File: src/rtl/downcount_monitor_if.sv
// Bus between the 4-bit down-counter lab and its self-check monitor.
// The counter side (master) drives the sampled count and the fault-clear
// request; the monitor side (slave) returns lock, wrap and fault status.
interface downcount_monitor_if #(
    parameter int WRAP_W = 8
);
    logic [3:0]        cnt_in;
    logic              clr_fault;
    logic              locked;
    logic              wrap_pulse;
    logic [WRAP_W-1:0] wrap_count;
    logic              fault;
    logic [3:0]        fault_exp;
    logic [3:0]        fault_got;
    logic [7:0]        stall_count;

    modport master (
        output cnt_in, clr_fault,
        input  locked, wrap_pulse, wrap_count, fault, fault_exp, fault_got, stall_count
    );

    modport slave (
        input  cnt_in, clr_fault,
        output locked, wrap_pulse, wrap_count, fault, fault_exp, fault_got, stall_count
    );
endinterface

File: src/rtl/downcount_monitor.sv
// downcount_monitor: registered checker for a 4-bit synchronous down-counter.
// Locks onto the "previous minus one, modulo 16" sequence, counts 0->15 wraps
// while locked, and latches the first mismatch (expected / sampled value).
// Optional feature macro: DOWNCOUNT_MON_STALL_EN -- when defined, a repeated
// value (counter held by its clock enable) is legal in SYNC/LOCKED and is
// counted in stall_count; when undefined, a repeat is an ordinary mismatch
// and stall_count is tied to zero.
module downcount_monitor #(
    parameter int WRAP_W   = 8,
    parameter int SYNC_LEN = 2   // 1..15 consecutive good steps to lock
) (
    input logic               clk,
    input logic               rst,
    downcount_monitor_if.slave bus
);
    typedef enum logic [1:0] {
        ACQUIRE = 2'd0,
        SYNC    = 2'd1,
        LOCKED  = 2'd2,
        FAULT   = 2'd3
    } state_t;

    localparam logic [3:0] SYNC_TARGET = 4'(SYNC_LEN);

    // Saturating increment for the wrap counter: sticks at all-ones.
    function automatic logic [WRAP_W-1:0] sat_inc_wrap(input logic [WRAP_W-1:0] v);
        return (&v) ? v : v + WRAP_W'(1);
    endfunction

    state_t            state;
    logic [3:0]        prev;
    logic [3:0]        good_cnt;
    logic              locked_q;
    logic              fault_q;
    logic              wrap_pulse_q;
    logic [WRAP_W-1:0] wrap_count_q;
    logic [3:0]        fault_exp_q;
    logic [3:0]        fault_got_q;

    logic [3:0]        exp_val;
    logic              good;
    logic              wrap_hit;
    logic              hold_ok;

    assign exp_val  = prev - 4'd1;
    assign good     = (bus.cnt_in == exp_val);
    assign wrap_hit = good & (prev == 4'd0);

`ifdef DOWNCOUNT_MON_STALL_EN
    // Saturating increment for the 8-bit stall counter.
    function automatic logic [7:0] sat_inc8(input logic [7:0] v);
        return (&v) ? v : v + 8'd1;
    endfunction

    logic       hold;
    logic [7:0] stall_count_q;

    assign hold    = (bus.cnt_in == prev);
    assign hold_ok = hold;

    // Count accepted holds; only SYNC and LOCKED accept a hold.
    always_ff @(posedge clk) begin
        if (rst) begin
            stall_count_q <= 8'd0;
        end else if (hold && (state == SYNC || state == LOCKED)) begin
            stall_count_q <= sat_inc8(stall_count_q);
        end
    end

    assign bus.stall_count = stall_count_q;
`else
    // Without the stall feature a repeated value is never tolerated.
    assign hold_ok         = 1'b0;
    assign bus.stall_count = 8'd0;
`endif

    // Monitor FSM with all status outputs registered alongside the state.
    always_ff @(posedge clk) begin
        if (rst) begin
            state        <= ACQUIRE;
            prev         <= 4'd0;
            good_cnt     <= 4'd0;
            locked_q     <= 1'b0;
            fault_q      <= 1'b0;
            wrap_pulse_q <= 1'b0;
            wrap_count_q <= '0;
            fault_exp_q  <= 4'd0;
            fault_got_q  <= 4'd0;
        end else begin
            prev         <= bus.cnt_in;
            wrap_pulse_q <= 1'b0;
            case (state)
                ACQUIRE: begin
                    // First sample only seeds prev; nothing to compare yet.
                    good_cnt <= 4'd0;
                    state    <= SYNC;
                end
                SYNC: begin
                    if (good) begin
                        if (good_cnt + 4'd1 == SYNC_TARGET) begin
                            state    <= LOCKED;
                            locked_q <= 1'b1;
                            good_cnt <= 4'd0;
                        end else begin
                            good_cnt <= good_cnt + 4'd1;
                        end
                    end else if (!hold_ok) begin
                        good_cnt <= 4'd0;
                    end
                end
                LOCKED: begin
                    if (good) begin
                        if (wrap_hit) begin
                            wrap_pulse_q <= 1'b1;
                            wrap_count_q <= sat_inc_wrap(wrap_count_q);
                        end
                    end else if (!hold_ok) begin
                        state       <= FAULT;
                        locked_q    <= 1'b0;
                        fault_q     <= 1'b1;
                        fault_exp_q <= exp_val;
                        fault_got_q <= bus.cnt_in;
                    end
                end
                FAULT: begin
                    // Latched values stay frozen; only clr_fault leaves FAULT,
                    // and the sample on that edge is not checked.
                    if (bus.clr_fault) begin
                        state    <= SYNC;
                        fault_q  <= 1'b0;
                        good_cnt <= 4'd0;
                    end
                end
                default: begin
                    state <= ACQUIRE;
                end
            endcase
        end
    end

    assign bus.locked     = locked_q;
    assign bus.fault      = fault_q;
    assign bus.wrap_pulse = wrap_pulse_q;
    assign bus.wrap_count = wrap_count_q;
    assign bus.fault_exp  = fault_exp_q;
    assign bus.fault_got  = fault_got_q;
endmodule

File: src/flat_wrapper.sv
// flat-port wrapper written by rule: the top's interface ports become plain ports
module downcount_monitor_flat 
#(
    parameter int WRAP_W   = 8,
    parameter int SYNC_LEN = 2                                          
)
  (clk, rst, bus_cnt_in, bus_clr_fault, bus_locked, bus_wrap_pulse, bus_wrap_count, bus_fault, bus_fault_exp, bus_fault_got, bus_stall_count);
  downcount_monitor_if #(.WRAP_W(WRAP_W)) bus_i ();
  input logic clk;
  input logic rst;
  input wire logic [$bits(bus_i.cnt_in)-1:0] bus_cnt_in;
  input wire logic [$bits(bus_i.clr_fault)-1:0] bus_clr_fault;
  output wire logic [$bits(bus_i.locked)-1:0] bus_locked;
  output wire logic [$bits(bus_i.wrap_pulse)-1:0] bus_wrap_pulse;
  output wire logic [$bits(bus_i.wrap_count)-1:0] bus_wrap_count;
  output wire logic [$bits(bus_i.fault)-1:0] bus_fault;
  output wire logic [$bits(bus_i.fault_exp)-1:0] bus_fault_exp;
  output wire logic [$bits(bus_i.fault_got)-1:0] bus_fault_got;
  output wire logic [$bits(bus_i.stall_count)-1:0] bus_stall_count;
  assign bus_i.cnt_in = bus_cnt_in;
  assign bus_i.clr_fault = bus_clr_fault;
  assign bus_locked = bus_i.locked;
  assign bus_wrap_pulse = bus_i.wrap_pulse;
  assign bus_wrap_count = bus_i.wrap_count;
  assign bus_fault = bus_i.fault;
  assign bus_fault_exp = bus_i.fault_exp;
  assign bus_fault_got = bus_i.fault_got;
  assign bus_stall_count = bus_i.stall_count;
  downcount_monitor #(.WRAP_W(WRAP_W), .SYNC_LEN(SYNC_LEN)) u_core (.clk(clk), .rst(rst), .bus(bus_i));
endmodule
File: config.mk
export PLATFORM = sky130hd
export DESIGN_NAME = downcount_monitor_flat
export DESIGN_NICKNAME = d
export VERILOG_FILES = /design/src/rtl/downcount_monitor_if.sv /design/src/rtl/downcount_monitor.sv /design/src/flat_wrapper.sv
export SDC_FILE = /design/constraint.sdc
export NUM_CORES = 1
export LEC_CHECK = 0
export CAP_MARGIN = 20
export CORE_MARGIN = 3
export CORE_UTILIZATION = 40
export CTS_BUF_LIST = sky130_fd_sc_hd__clkbuf_8
export DETAILED_ROUTE_END_ITERATION = 10
export GPL_TIMING_DRIVEN = 0
export PLACE_DENSITY = 0.65
export SYNTH_ARGS = -nofsm -noshare
export SYNTH_HDL_FRONTEND = slang
export SYNTH_SLANG_ARGS = --single-unit
File: constraint.sdc
create_clock -name clk -period 5.1 [get_ports clk]
set_input_delay 0.765 -clock clk [delete_from_list [all_inputs] [get_ports clk]]
set_output_delay 0.765 -clock clk [all_outputs]
set_load 0.01 [all_outputs]
==> flow_metrics.tcl <==
set metrics [dict create \
    status "finished clean" \
    die_area_sq_um 4740 \
    synth_flop_cell "dfxtp_1" \
    setup_viol 0 \
    drt_pre_antenna_iters 4 \
    yosysWarnings 0 \
    hold_viol 0 \
    dp_hpwl_um 2480 \
    root_buffer "clkbuf_8" \
    cts_setup_buffers 0 \
    first_iter_violations 72 \
    start_util_pct 42.2 \
    layout-drive-gt1-share_pct 9.63 \
    cts_sinks 29 \
    area_growth_pct 26.1 \
    power.switching_mw 0.231 \
    async_flop_share_pct 0 \
    period_minus_slack_ns 2.76 \
    synth_seq_cells 29 \
    placedCellCount 259 \
    intPower_mw 0.478 \
    route.vias.total 1364 \
    h-tree-depth 2 \
    cp_max_fo 10 \
    seqPwrFrac_pct 39.3 \
    synth_edf_count 0 \
    track_usage_pct 16.2 \
    cellLeakagePower_nw 0.750 \
    required_ns 5.31 \
    port_buffers 24 \
    cts_max_path_buffers 2 \
    p_sw_share_pct 32.6 \
    whs_ns 0.504 \
    max_clock_freq_ghz 0.362 \
    critPathLaunchType "input port" \
    cap_violations 0 \
    drc_errors 0 \
    die_w_um 68.9 \
    overflow 0 \
    synth_cell_types 43 \
    power_density_nw_per_um2 356 \
    finalCritPeriodShare_pct 54.2 \
    p_comb_share_pct 34.2 \
    syn_inst 180 \
    hold_path_class "flop to flop" \
    die_h_um 68.9 \
    grt_start_max_net_pins 11 \
    holdBufCountCts 0 \
    rsz0062_at_grt "no" \
    finalSetupTns_ns 0 \
    syn_area_per_cell_sq_um 8.78 \
    drt.antenna.violating_nets 0 \
    via_per_inst 5.13 \
    timing_worst_setup_path_type "input port to flop" \
    grt_pass1_wl_um 5750 \
    cp.arrival_ns 2.97 \
    yosysSeqAreaShare_pct 36.7 \
    fin_skew_ns 0.00687 \
    num-nets-final 235 \
    gp_congestion 0.810 \
    crit_path_end_kind "flop" \
    syn_area_sq_um 1580 \
    slew_violations 0 \
    clk_pin_slew_ns 0.06 \
    antenna_cells 0 \
    core_sq_um 3740 \
    grt_pass1_vias 1322 \
    io_pins 34 \
    cts_inserted_buffers 5 \
    ir_worst_vdd_v 0.000243 \
    final_cell_count_no_fill 266 \
    cts_resized 0 \
    antenna_found_initial 0 \
    wl_per_cell_um 12.3 \
    cts_tree "done" \
    clk_latency_ns 0.28 \
    rows 22 \
    clock_power_share_pct 26.4 \
    wirelength_um 3280 \
]
cell usage after synthesis (2+ instances only):
| cell type | number | area, sq um |
|---|---|---|
| a211oi_1 | 5 | 37.5 |
| a21oi_1 | 12 | 60.1 |
| and2_1 | 2 | 12.5 |
| and4_1 | 2 | 17.5 |
| buf_2 | 2 | 10.0 |
| buf_4 | 9 | 67.6 |
| clkbuf_1 | 6 | 22.5 |
| dfxtp_1 | 29 | 581 |
| ha_1 | 10 | 125 |
| inv_1 | 9 | 33.8 |
| mux2_2 | 2 | 22.5 |
| mux2i_1 | 4 | 40.0 |
| nand2_1 | 7 | 26.3 |
| nand3_1 | 6 | 30.0 |
| nand3b_1 | 2 | 15.0 |
| nand4_1 | 6 | 37.5 |
| nor2_1 | 19 | 71.3 |
| nor2b_1 | 6 | 37.5 |
| nor3_1 | 3 | 15.0 |
| nor3b_1 | 3 | 22.5 |
| nor4_1 | 2 | 12.5 |
| nor4b_1 | 2 | 17.5 |
| o21ai_0 | 2 | 10.0 |
| o31ai_1 | 3 | 22.5 |
| or4_1 | 4 | 30.0 |
| xnor2_1 | 5 | 43.8 |
| xor2_1 | 2 | 17.5 |
flip-flops by register name, summed over array words and instances (netlist names):
signal and count:
u_core.bus.locked 1, u_core.state 2, u_core.bus.fault 1, u_core.bus.fault_exp 4
u_core.bus.fault_got 4, u_core.bus.wrap_count 8, u_core.bus.wrap_pulse 1, u_core.good_cnt 4
u_core.prev 4
logic make-up (layout without fill, tap and decap cells):
kind of cell,count (synthesis),in the layout,share of synthesized area [%]
AND/OR/NAND/NOR,68,68,24.1
AO/OA/AOI/OAI,31,31,13.0
flip-flops,29,29,36.7
buffers and inverters,27,58,8.71
adder cells (fa/ha/maj),10,10,7.92
XOR/XNOR,8,8,5.38
multiplexers,6,6,3.96
other,1,8,0.237
final cells by class:
| type | instances | area, sq um |
|---|---|---|
| fill | 384 | 1750 |
| timing repair buffer | 24 | 240 |
| clock buffer | 6 | 82.6 |
| tap | 48 | 60.1 |
| clock inverter | 1 | 3.75 |
| buffer | 18 | 104 |
| inverter | 9 | 33.8 |
| multi-input combinational | 131 | 888 |
| sequential | 29 | 581 |
power by group through the flow:
stage	registers [mW]	logic, mW	clock network, mW
after global routing	0.285	0.279	0.201
after global placement	0.281	0.234	0
after floorplan	0.289	0.158	0
after CTS	0.280	0.246	0.191
after detailed placement	0.284	0.244	0
final	0.279	0.243	0.187
cells in the final DEF, fill, tap and decap left out, types with 2 or more instances in the layout:
cell type | netlist | final
dfxtp_1 | 29 | 29
clkdlybuf4s50_1 | 0 | 24
nor2_1 | 19 | 19
a21oi_1 | 12 | 12
inv_1 | 9 | 10
ha_1 | 10 | 10
buf_4 | 9 | 9
conb_1 | 1 | 8
nand2_1 | 7 | 7
clkbuf_1 | 6 | 6
nand4_1 | 6 | 6
nand3_1 | 6 | 6
nor2b_1 | 6 | 6
clkbuf_8 | 0 | 6
xnor2_1 | 5 | 5
a211oi_1 | 5 | 5
or4_1 | 4 | 4
mux2i_1 | 4 | 4
nor3_1 | 3 | 3
nor3b_1 | 3 | 3
o31ai_1 | 3 | 3
and4_1 | 2 | 2
xor2_1 | 2 | 2
buf_2 | 2 | 2
nand3b_1 | 2 | 2
o21ai_0 | 2 | 2
nor4b_1 | 2 | 2
and2_1 | 2 | 2
nor4_1 | 2 | 2
mux2_2 | 2 | 2
path summary, 6_finish.rpt:
| kind | slack, ns | depth (start not counted) | to | startpoint |
|---|---|---|---|---|
| setup / recovery | 2.34 | 7 | u_core.bus.wrap_count[2]$_SDFFE_PP0P_ | bus_cnt_in[2] |
| hold / removal | 0.50 | 2 | u_core.bus.wrap_count[5]$_SDFFE_PP0P_ | u_core.bus.wrap_count[5]$_SDFFE_PP0P_ |
| setup reg to reg | 2.70 | 8 | u_core.bus.wrap_count[2]$_SDFFE_PP0P_ | u_core.prev[0]$_SDFF_PP0_ |
| hold reg to reg | 0.50 | 2 | u_core.bus.wrap_count[5]$_SDFFE_PP0P_ | u_core.bus.wrap_count[5]$_SDFFE_PP0P_ |
worst max-delay path, stage by stage:
cell and delay [ns]:
clkdlybuf4s50_1 0.52, xor3_1 0.46, nor3_4 0.26, nand4_1 0.20, buf_2 0.23, or4_1 0.40, a21oi_1 0.14
through the flow:
| step | total power [mW] | utilization [%] | setup WS [ns] | area (sq um) |
|---|---|---|---|---|
| after floorplan | 0.447 | - | 2.77 | 1610 |
| after global placement | 0.515 | 50.9 | 2.06 | 1910 |
| after detailed placement | 0.528 | 50.9 | 2.04 | 1910 |
| after CTS | 0.716 | 53.2 | 2.32 | 1990 |
| after global routing | 0.764 | 53.2 | 2.13 | 1990 |
| final | 0.710 | 53.2 | 2.34 | 1990 |
layer usage:
layer,global-route usage (%),vias to the layer above,part of all wire (%)
met5,0,-,0
met4,7.30,0,2.0
met3,3.57,7,5.1
met2,28.2,30,49
met1,18.9,632,44
li1,-,695,-
Power figures use the tool's default switching activity.
